## src/rtl/tlb_maintenance_unit_pkg.sv

```systemverilog
// Shared TLB definitions: geometry, field widths, maintenance command encodings and FSM states.
package tlb_maintenance_unit_pkg;

  localparam int unsigned TLB_ENTRY_COUNT = 32;
  localparam int unsigned INDEX_WIDTH     = $clog2(TLB_ENTRY_COUNT);
  localparam int unsigned KEY_WIDTH       = 20;
  // {frame[19:0], write, valid}
  localparam int unsigned FRAME_WIDTH     = KEY_WIDTH + 2;

  typedef enum logic [1:0] {
    CmdSearch       = 2'b00,
    CmdReadIndexed  = 2'b01,
    CmdWriteIndexed = 2'b10,
    CmdWriteRandom  = 2'b11
  } tlbCommand_e;

  typedef enum logic [1:0] {
    StIdle,
    StExecute,
    StDone
  } tlbState_e;

  function automatic logic isWriteCommand(input tlbCommand_e cmd);
    return (cmd == CmdWriteIndexed) || (cmd == CmdWriteRandom);
  endfunction

endpackage

```

## src/rtl/tlb_maintenance_unit_if.sv

```systemverilog
// Command/result handshake plus key and frame memory ports of the TLB maintenance unit.
interface tlb_maintenance_unit_if;
  import tlb_maintenance_unit_pkg::*;

  logic                   commandValid;
  logic                   commandReady;
  logic [1:0]             command;
  logic [INDEX_WIDTH-1:0] commandIndex;
  logic [KEY_WIDTH-1:0]   commandKey;
  logic [FRAME_WIDTH-1:0] commandFrame;

  logic                   done;
  logic                   resultFound;
  logic [INDEX_WIDTH-1:0] resultIndex;
  logic [KEY_WIDTH-1:0]   resultKey;
  logic [FRAME_WIDTH-1:0] resultFrame;
  logic [INDEX_WIDTH-1:0] randomIndex;

  logic [INDEX_WIDTH-1:0] keyAccessIndex;
  logic [KEY_WIDTH-1:0]   keyWriteValue;
  logic                   keyWriteEnable;
  logic [KEY_WIDTH-1:0]   keyReadValue;
  logic [KEY_WIDTH-1:0]   keySearchKey;
  logic                   keyFound;
  logic [INDEX_WIDTH-1:0] keyFoundIndex;

  logic [INDEX_WIDTH-1:0] frameAccessIndex;
  logic [FRAME_WIDTH-1:0] frameWriteValue;
  logic                   frameWriteEnable;
  logic [FRAME_WIDTH-1:0] frameReadValue;

  // Requester and memories side
  modport master (
    output commandValid, command, commandIndex, commandKey, commandFrame,
    output keyReadValue, keyFound, keyFoundIndex, frameReadValue,
    input  commandReady, done, resultFound, resultIndex, resultKey, resultFrame, randomIndex,
    input  keyAccessIndex, keyWriteValue, keyWriteEnable, keySearchKey,
    input  frameAccessIndex, frameWriteValue, frameWriteEnable
  );

  // Maintenance unit side
  modport slave (
    input  commandValid, command, commandIndex, commandKey, commandFrame,
    input  keyReadValue, keyFound, keyFoundIndex, frameReadValue,
    output commandReady, done, resultFound, resultIndex, resultKey, resultFrame, randomIndex,
    output keyAccessIndex, keyWriteValue, keyWriteEnable, keySearchKey,
    output frameAccessIndex, frameWriteValue, frameWriteEnable
  );

endinterface

```

## src/rtl/TlbRandomCounter.sv

```systemverilog
// Free-running down counter choosing the TBWR replacement slot; skips the fixed low entries.
module TlbRandomCounter
  import tlb_maintenance_unit_pkg::*;
#(
  parameter int unsigned FIXED_ENTRIES = 4
) (
  input  logic                   clock,
  input  logic                   reset,
  output logic [INDEX_WIDTH-1:0] value
);

  localparam logic [INDEX_WIDTH-1:0] LastIndex  = INDEX_WIDTH'(TLB_ENTRY_COUNT - 1);
  localparam logic [INDEX_WIDTH-1:0] FloorIndex = INDEX_WIDTH'(FIXED_ENTRIES);

  logic [INDEX_WIDTH-1:0] valueQ;
  logic [INDEX_WIDTH-1:0] valueD;

  always_comb begin
    valueD = valueQ - INDEX_WIDTH'(1);
    if (valueQ <= FloorIndex) begin
      valueD = LastIndex;
    end
  end

  always_ff @(posedge clock) begin
    if (reset) begin
      valueQ <= LastIndex;
    end else begin
      valueQ <= valueD;
    end
  end

  assign value = valueQ;

endmodule

```

## src/rtl/tlb_maintenance_unit.sv

```systemverilog
// TLB maintenance sequencer: search, indexed read, indexed and random write over external
// key/frame memories. Three-cycle IDLE/EXECUTE/DONE cycle per command.
module tlb_maintenance_unit
  import tlb_maintenance_unit_pkg::*;
#(
  parameter int unsigned FIXED_ENTRIES = 4
) (
  input  logic                   clock,
  input  logic                   reset,
  tlb_maintenance_unit_if.slave  bus
);

  tlbState_e              stateQ, stateD;
  logic                   accept;
  tlbCommand_e            incoming;
  tlbCommand_e            commandQ;
  logic [INDEX_WIDTH-1:0] indexQ;
  logic [KEY_WIDTH-1:0]   keyQ;
  logic [FRAME_WIDTH-1:0] frameQ;

  logic                   resultFoundQ;
  logic [INDEX_WIDTH-1:0] resultIndexQ;
  logic [KEY_WIDTH-1:0]   resultKeyQ;
  logic [FRAME_WIDTH-1:0] resultFrameQ;

  logic [INDEX_WIDTH-1:0] randomIndex;
  logic                   writeActive;

  TlbRandomCounter #(
    .FIXED_ENTRIES(FIXED_ENTRIES)
  ) randomCounter (
    .clock(clock),
    .reset(reset),
    .value(randomIndex)
  );

  assign incoming = tlbCommand_e'(bus.command);

  always_comb begin
    stateD = stateQ;
    accept = 1'b0;
    unique case (stateQ)
      StIdle: begin
        if (bus.commandValid) begin
          accept = 1'b1;
          stateD = StExecute;
        end
      end
      StExecute: stateD = StDone;
      StDone:    stateD = StIdle;
      default:   stateD = StIdle;
    endcase
  end

  always_ff @(posedge clock) begin
    if (reset) begin
      stateQ <= StIdle;
    end else begin
      stateQ <= stateD;
    end
  end

  // TBWR captures the replacement slot visible in the accept cycle.
  always_ff @(posedge clock) begin
    if (reset) begin
      commandQ <= CmdSearch;
      indexQ   <= '0;
      keyQ     <= '0;
      frameQ   <= '0;
    end else if (accept) begin
      commandQ <= incoming;
      indexQ   <= (incoming == CmdWriteRandom) ? randomIndex : bus.commandIndex;
      keyQ     <= bus.commandKey;
      frameQ   <= bus.commandFrame;
    end
  end

  always_ff @(posedge clock) begin
    if (reset) begin
      resultFoundQ <= 1'b0;
      resultIndexQ <= '0;
      resultKeyQ   <= '0;
      resultFrameQ <= '0;
    end else if (stateQ == StExecute) begin
      case (commandQ)
        CmdSearch: begin
          resultFoundQ <= bus.keyFound;
          resultIndexQ <= bus.keyFound ? bus.keyFoundIndex : '0;
        end
        CmdReadIndexed: begin
          resultKeyQ   <= bus.keyReadValue;
          resultFrameQ <= bus.frameReadValue;
        end
        default: ;
      endcase
    end
  end

  // Reset is synchronous, so it must also veto the write of the cycle it is asserted in.
  assign writeActive = (stateQ == StExecute) && isWriteCommand(commandQ) && !reset;

  assign bus.commandReady     = (stateQ == StIdle);
  assign bus.done             = (stateQ == StDone);
  assign bus.resultFound      = resultFoundQ;
  assign bus.resultIndex      = resultIndexQ;
  assign bus.resultKey        = resultKeyQ;
  assign bus.resultFrame      = resultFrameQ;
  assign bus.randomIndex      = randomIndex;

  assign bus.keyAccessIndex   = indexQ;
  assign bus.keyWriteValue    = keyQ;
  assign bus.keyWriteEnable   = writeActive;
  assign bus.keySearchKey     = keyQ;
  assign bus.frameAccessIndex = indexQ;
  assign bus.frameWriteValue  = frameQ;
  assign bus.frameWriteEnable = writeActive;

endmodule

```

## src/flat_wrapper.sv

```systemverilog
// flat-port wrapper written by rule: the top's interface ports become plain ports
module tlb_maintenance_unit_flat import tlb_maintenance_unit_pkg::*;
#(
  parameter int unsigned FIXED_ENTRIES = 4
)
  (clock, reset, bus_commandValid, bus_command, bus_commandIndex, bus_commandKey, bus_commandFrame, bus_keyReadValue, bus_keyFound, bus_keyFoundIndex, bus_frameReadValue, bus_commandReady, bus_done, bus_resultFound, bus_resultIndex, bus_resultKey, bus_resultFrame, bus_randomIndex, bus_keyAccessIndex, bus_keyWriteValue, bus_keyWriteEnable, bus_keySearchKey, bus_frameAccessIndex, bus_frameWriteValue, bus_frameWriteEnable);
  tlb_maintenance_unit_if bus_i ();
  input  logic clock;
  input  logic reset;
  input wire logic [$bits(bus_i.commandValid)-1:0] bus_commandValid;
  input wire logic [$bits(bus_i.command)-1:0] bus_command;
  input wire logic [$bits(bus_i.commandIndex)-1:0] bus_commandIndex;
  input wire logic [$bits(bus_i.commandKey)-1:0] bus_commandKey;
  input wire logic [$bits(bus_i.commandFrame)-1:0] bus_commandFrame;
  input wire logic [$bits(bus_i.keyReadValue)-1:0] bus_keyReadValue;
  input wire logic [$bits(bus_i.keyFound)-1:0] bus_keyFound;
  input wire logic [$bits(bus_i.keyFoundIndex)-1:0] bus_keyFoundIndex;
  input wire logic [$bits(bus_i.frameReadValue)-1:0] bus_frameReadValue;
  output wire logic [$bits(bus_i.commandReady)-1:0] bus_commandReady;
  output wire logic [$bits(bus_i.done)-1:0] bus_done;
  output wire logic [$bits(bus_i.resultFound)-1:0] bus_resultFound;
  output wire logic [$bits(bus_i.resultIndex)-1:0] bus_resultIndex;
  output wire logic [$bits(bus_i.resultKey)-1:0] bus_resultKey;
  output wire logic [$bits(bus_i.resultFrame)-1:0] bus_resultFrame;
  output wire logic [$bits(bus_i.randomIndex)-1:0] bus_randomIndex;
  output wire logic [$bits(bus_i.keyAccessIndex)-1:0] bus_keyAccessIndex;
  output wire logic [$bits(bus_i.keyWriteValue)-1:0] bus_keyWriteValue;
  output wire logic [$bits(bus_i.keyWriteEnable)-1:0] bus_keyWriteEnable;
  output wire logic [$bits(bus_i.keySearchKey)-1:0] bus_keySearchKey;
  output wire logic [$bits(bus_i.frameAccessIndex)-1:0] bus_frameAccessIndex;
  output wire logic [$bits(bus_i.frameWriteValue)-1:0] bus_frameWriteValue;
  output wire logic [$bits(bus_i.frameWriteEnable)-1:0] bus_frameWriteEnable;
  assign bus_i.commandValid = bus_commandValid;
  assign bus_i.command = bus_command;
  assign bus_i.commandIndex = bus_commandIndex;
  assign bus_i.commandKey = bus_commandKey;
  assign bus_i.commandFrame = bus_commandFrame;
  assign bus_i.keyReadValue = bus_keyReadValue;
  assign bus_i.keyFound = bus_keyFound;
  assign bus_i.keyFoundIndex = bus_keyFoundIndex;
  assign bus_i.frameReadValue = bus_frameReadValue;
  assign bus_commandReady = bus_i.commandReady;
  assign bus_done = bus_i.done;
  assign bus_resultFound = bus_i.resultFound;
  assign bus_resultIndex = bus_i.resultIndex;
  assign bus_resultKey = bus_i.resultKey;
  assign bus_resultFrame = bus_i.resultFrame;
  assign bus_randomIndex = bus_i.randomIndex;
  assign bus_keyAccessIndex = bus_i.keyAccessIndex;
  assign bus_keyWriteValue = bus_i.keyWriteValue;
  assign bus_keyWriteEnable = bus_i.keyWriteEnable;
  assign bus_keySearchKey = bus_i.keySearchKey;
  assign bus_frameAccessIndex = bus_i.frameAccessIndex;
  assign bus_frameWriteValue = bus_i.frameWriteValue;
  assign bus_frameWriteEnable = bus_i.frameWriteEnable;
  tlb_maintenance_unit #(.FIXED_ENTRIES(FIXED_ENTRIES)) u_core (.clock(clock), .reset(reset), .bus(bus_i));
endmodule
```

## config.mk

```make
export PLATFORM = sky130hd
export DESIGN_NAME = tlb_maintenance_unit_flat
export DESIGN_NICKNAME = d
export VERILOG_FILES = /design/src/rtl/tlb_maintenance_unit_pkg.sv /design/src/rtl/tlb_maintenance_unit_if.sv /design/src/rtl/TlbRandomCounter.sv /design/src/rtl/tlb_maintenance_unit.sv /design/src/flat_wrapper.sv
export SDC_FILE = /design/constraint.sdc
export NUM_CORES = 1
export LEC_CHECK = 0
export BUFFER_PORTS_ARGS = -buffer_cell sky130_fd_sc_hd__clkbuf_2
export CAP_MARGIN = 0
export CORE_UTILIZATION = 39
export CTS_BUF_LIST = sky130_fd_sc_hd__clkbuf_8 sky130_fd_sc_hd__clkbuf_16
export DETAILED_ROUTE_END_ITERATION = 16
export PLACE_DENSITY = 0.77
export SYNTH_ARGS = -nofsm -noshare
export SYNTH_HDL_FRONTEND = slang
export SYNTH_SLANG_ARGS = --single-unit
```

## constraint.sdc

```tcl
create_clock -name clock -period 1.4 [get_ports clock]
set_clock_uncertainty 0.2 [all_clocks]
set_input_delay 0.07 -clock clock [delete_from_list [all_inputs] [get_ports clock]]
set_output_delay 0.07 -clock clock [all_outputs]
set_load 0.05 [all_outputs]
```

# Word-level counts from Yosys, hierarchy flattened
# Index checks and enable logic that the tools add are counted.
# W data, S select, Z words.
# totals
regBits	104
latchBits	0
ramBits	0
rom_bits	0
in_bits	100
out_inout_bits	129
word_cells	34
memories	0
# op_classes
add_sub_neg	1
multipliers	0
div_mod_pow	0
magnitude_cmp	1
n_eq_ne	7
shifts	0
muxes	6
n_bitwise	0
n_reduce_logical	9
# ops
operator	n
$mux W5	2
$eq A2 B2 Y1 const B	4
$le A5 B3 Y1 const B	1
$sub A5 B1 Y5 const B	1
$eq A2 B1 Y1 const B	2
$logic_not A2 Y1	2
$pmux W2 S2	1
$reduce_and A2 Y1	2
$logic_and A1 B1 Y1	2
$mux W1	2
$mux W2	1
$ne A2 B2 Y1 const B	1
$reduce_or A2 Y1	1
$logic_not A1 Y1	1
$logic_or A1 B1 Y1	1

# Depth between registers and ports, before layout
# logic_depth
ltp_word	4
ltp_mapped	5
mapped_depth_nobuf	5

# By module
# A second synthesis with hierarchy kept.
# hier_totals
cells_unflattened	488
area_unflattened_um2	3997.6
# by_module_without_submodules
mod	n_inst	cells_per_inst	area_per_inst_um2	seq_area_each_um2
tlb_maintenance_unit	1	466	3781.1	1981.9
TlbRandomCounter	1	22	216.5	100.1

# Worst setup path after synthesis
# Ideal clock, no wire load.
# synth_path
path_kind	register to register
start	reg u_core.randomCounter.valueQ[0], in the netlist u_core.randomCounter.value[0]
end	reg u_core.randomCounter.valueQ[0], in the netlist u_core.randomCounter.value[0]
setup_time_ns	0.143
arrival_ns	1.472
t_required_ns	1.057
path_slack_ns	-0.415
stages_incl_launch_ff	6
n_path_buf	0
synth_period_minus_slack_ns	1.815
path_cell_list	dfxtp_1 > inv_1 > ha_1 > nand2b_1 > a21oi_1 > nand2_1
# synth_between
elab_chain_cells	2
word_cells_on_any_way	3
classes_between	1 x add/sub; 1 x order compare; 1 x reduce/logical
# synth_rtl
element	line	rtl
start, declared	TlbRandomCounter.sv:15	logic [INDEX_WIDTH-1:0] valueQ;
start signal, assigned	TlbRandomCounter.sv:27	valueQ <= LastIndex;
start signal, assigned	TlbRandomCounter.sv:29	valueQ <= valueD;
$le A5 B3 Y1	TlbRandomCounter.sv:20	if (valueQ <= FloorIndex) begin
$reduce_or A2 Y1 (no line)	n/a	
# Several ways; a longest one is shown, not always the timed one.
# A chain may end at the register's enable or synchronous reset.

# Final worst setup path
# layout_path
start	reg u_core.stateQ[1]
end	reg u_core.resultKeyQ[11], in the netlist u_core.bus.resultKey[11]
# layout_between
elab_chain_cells	2
# layout_rtl
element	line	rtl
start, declared	tlb_maintenance_unit.sv:13	tlbState_e stateQ, stateD;
start signal, assigned	tlb_maintenance_unit.sv:57	stateQ <= StIdle;
start signal, assigned	tlb_maintenance_unit.sv:59	stateQ <= stateD;
$eq A2 B1 Y1	tlb_maintenance_unit.sv:84	end else if (stateQ == StExecute) begin
$reduce_and A2 Y1 (no line)	n/a	
end signal, assigned	tlb_maintenance_unit.sv:91	resultKeyQ <= bus.keyReadValue;
end, declared	tlb_maintenance_unit.sv:23	logic [KEY_WIDTH-1:0] resultKeyQ;
# Every way passes these cells.

==> summary.txt <==
Floorplanning
  • Width of the die: 103 microns
  • Vert. Die Dim: just over 100 microns
  • Placement Rows: 36
  • I/O pin total: roughly 230
  • Initial core utilization: 0.405
  • Die outline area: roughly 11000 sq um
  • Core Region: between 9000 and 10000 sq um

Routing
  • Detailed-route via count: approximately 4700
  • Vias/cell: 4.99
  • Drt first pass iters: 5
  • Average wire per cell in the routed design: about 16 microns
  • Number of DRC markers in iteration 0: just under 200
  • Routed Antenna Nets: 0
  • Drc violations: 0
  • Sum of routed wire length over all layers: 14900 microns

Pwr
  • Power density over the cells: 948 nW/um^2
  • Cell leakage power: between 3 and 4 nW
  • PnR Total Power: 6.70 mW
  • Maximum resistive drop on vdd: 0.570 mV

Yosys
  • Unique cell type count in the Yosys netlist: 26
  • Number of enable flip-flop cells after synthesis: 0
  • Number of cells produced by synthesis: a little under 500
  • Sequential element share of the synthesized area: 0.523
  • Compound-gate portion of the synthesized area: 0.130
  • Synthesized area per cell: between 8 and 9 sq um
  • Post-Synth Simple-Gate Area: 0.227
  • Top cell type by total area after synthesis: sky130_fd_sc_hd__dfxtp_1
  • Synthesis-stage register bit count: approximately 100
  • Top cell type's share of synthesized area: 0.523
  • Most common cell in the synthesized netlist: sky130_fd_sc_hd__nand2_1
  • Adder-cell area share of the yosys netlist: 0.00629
  • Net count after synthesis: 590
  • Cell area after technology mapping: ~4000 sq um
  • Xor/xnor share of the synthesized area: 0.00440
  • Area contributors post-synth: sky130_fd_sc_hd__dfxtp_1 52%, sky130_fd_sc_hd__nand2_1 18%, sky130_fd_sc_hd__a21oi_1 12%, sky130_fd_sc_hd__buf_4 6.0%, sky130_fd_sc_hd__buf_6 2.8%
  • Number of warning messages in the yosys log: 0
  • Fraction of synthesis flops using an asynchronous set or reset pin: 0
  • Top flip-flop cell by instance count after synthesis: sky130_fd_sc_hd__dfxtp_1
  • Fraction of synthesized area in multiplexers: 0
  • Most frequent cells after synthesis: 190 x sky130_fd_sc_hd__nand2_1, 104 x sky130_fd_sc_hd__dfxtp_1, 93 x sky130_fd_sc_hd__a21oi_1
  • Main combinational cell family by area after synthesis: simple AND/OR/NAND/NOR gates

Clocking
  • Count of hold-fix buffers inserted at cts: 97
  • Clock tree from TritonCTS: built
  • Maximum buffer depth of the clock tree: 2
  • Clock sinks: 104
  • CTS clk-pin slew, worst paths: around 0.1 ns
  • Clock insertion delay at the later pin of the skew report: 0.35 ns
  • Number of H-tree levels: 3
  • Number of buffers added by the clock tree synthesis step: 9
  • Root cell of the clock tree: sky130_fd_sc_hd__clkbuf_8

Critical path
  • Critical path launch point type: flop
  • Startpoint of the most critical setup path: u_core.stateQ[1]
  • Endpoint class of the critical path: flop
  • Kind of critical path: flop to flop
  • Data required time of the worst path: 1.49 ns
  • Worst-path fanout max: 7
  • Data arrival time of the critical path: 1.73 ns
  • Reg2Reg Launch Point: u_core.stateQ[1]

Final layout
  • Syn-to-layout area delta: 77.5%
  • Number of nets in the finished design: approximately 900
  • # diodes: 0
  • Layout cells sized above 1: 0.496
  • Count of filler cells inserted in the layout: roughly 680

Global route
  • Global-route track usage on met1: 0.248
  • Overall track demand over capacity in global routing: 0.232
  • Met2 usage in global routing: 0.422
  • Maximum number of pins on one net before global-route repair: 100
  • First-pass GRT wire length: 19000 microns
  • Number of global-route vias before repair: approximately 4200
  • GRT overflow: 0
  • Antenna violations before repair: 0
  • Met3 global-route usage: 0.0481
  • Peak-usage layer in the global routing report: met2

Status
  • Violations in the final reports: hold timing, setup timing
  • Status: finished, violations left

STA
  • Pins Over Slew Limit: 0
  • Part of the cycle the worst path needs: 1.17
  • Minimum clock period: roughly 1.6 ns
  • Max_slew headroom: 0.610
  • Final Hold Vio Count: 1
  • Worst-margin pin slew: ~0.58 ns
  • Unrepaired setup endpoints after global routing: yes
  • Worst setup margin: -0.238 ns
  • Final setup viols: 100
  • TNS Setup: -14.50 ns
  • Worst hold slack: -0.279 ns
  • Maximum operating frequency: between 600 and 700 MHz

Placed design
  • Final HPWL from detailed placement: 7370 microns
  • RePlAce Congestion: 0.784
  • Port Buf Inserts: around 230
  • Worst slack at placement: -0.124 ns

Min path
  • Class of the worst hold path: primary input to flop
  • Hold path startpoint: reset

Run
  • Count of maximum capacitance violations: 0
[final timing paths]
| path | to | slack [ns] | cells after the start |
|---|---|---|---|
| worst max-delay path | u_core.bus.resultKey[11] | -0.24 | 5 |
| worst min-delay path | u_core.stateQ[1] | -0.28 | 2 |
| worst max register to register | u_core.bus.resultKey[11] | -0.24 | 5 |
| worst min register to register | u_core.bus.resultFrame[0] | 0.26 | 2 |
[cell type report]
cell class | instances | area [sq um] | share of cell area
timing repair buffer | 357 | 2610 | 0.370
multi-input combinational | 322 | 1990 | 0.282
sequential | 104 | 2100 | 0.297
inverter | 3 | 11.3 | 0.00159
tap | 133 | 166 | 0.0235
clock inverter | 4 | 18.8 | 0.00266
clock buffer | 11 | 163 | 0.0230
[stage by stage]
stage / util / instance area [sq um] / instances / hold slack, ns
6_report: 0.720 / 7070 / 934 / -0.279
5_1_grt: 0.720 / 7070 / 934 / -0.299
4_1_cts: 0.660 / 6480 / 925 / -0.299
3_5_place_dp: 0.519 / 5090 / 804 / 0.0882
3_3_place_gp: 0.519 / 5090 / 804 / 0.0872
2_1_floorplan: - / 4010 / 488 / -0.00155
[routing by layer]
layer	vias up	share of wire
met5	-	0
met4	0	0.051
met3	75	0.059
met2	255	0.52
met1	2166	0.37
li1	2169	-
[flip-flops by register name, indices dropped and copies added, names as in the netlist]
register	flops
u_core.randomCounter.value	5
u_core.bus.resultFrame	22
u_core.bus.resultKey	20
u_core.bus.resultIndex	5
u_core.bus.keySearchKey	20
u_core.commandQ	2
u_core.stateQ	2
u_core.bus.resultFound	1
u_core.bus.frameWriteValue	22
u_core.bus.frameAccessIndex	5
[power by group]
group	internal, mW	switching [mW]	leakage [nW]
Combinational	0.643	1.11	2.29
Sequential	3.08	0.0919	0.850
Clock	0.781	0.993	0.101
Total	4.50	2.20	3.24
[logic make-up after synthesis]
kind of cell | Yosys count
XOR/XNOR | 2
adder cells (fa/ha/maj) | 2
buffers and inverters | 62
flip-flops | 104
AND/OR/NAND/NOR | 219
AO/OA/AOI/OAI | 99
[critical path: stages (launching register included)]
cell and delay [ns]:
sky130_fd_sc_hd__dfxtp_4 0.37, sky130_fd_sc_hd__buf_6 0.13, sky130_fd_sc_hd__and4bb_4 0.44, sky130_fd_sc_hd__clkbuf_16 0.23, sky130_fd_sc_hd__nand2_4 0.06, sky130_fd_sc_hd__a21oi_2 0.14
[placed cells by master (no fill, tap or decap), types with 3 or more instances in the layout]
master / count
sky130_fd_sc_hd__nand2_4: 25
sky130_fd_sc_hd__clkbuf_8: 10
sky130_fd_sc_hd__buf_12: 7
sky130_fd_sc_hd__buf_8: 6
sky130_fd_sc_hd__dfxtp_2: 3
sky130_fd_sc_hd__clkinv_2: 3
sky130_fd_sc_hd__nor2_1: 6
sky130_fd_sc_hd__dlygate4sd3_1: 97
sky130_fd_sc_hd__a21oi_1: 34
sky130_fd_sc_hd__nand2_2: 14
sky130_fd_sc_hd__clkbuf_16: 5
sky130_fd_sc_hd__nand2_1: 151
sky130_fd_sc_hd__a311oi_1: 4
sky130_fd_sc_hd__buf_6: 7
sky130_fd_sc_hd__a21oi_2: 59
sky130_fd_sc_hd__clkbuf_2: 221
sky130_fd_sc_hd__dfxtp_4: 4
sky130_fd_sc_hd__buf_4: 12
sky130_fd_sc_hd__nand3_1: 5
sky130_fd_sc_hd__dfxtp_1: 97
sky130_fd_sc_hd__nand3_2: 5
[timing repair]
item | 4_1_cts | 5_1_grt
gates cloned | 1 | 7
hold endpoints to repair | 98 | 1
setup endpoints to repair | 97 | 106
gates resized for setup | 39 | 124
pin swaps | 14 | 64
buffers inserted | 8 | 2
No activity file was read; power rests on OpenSTA's default activity.
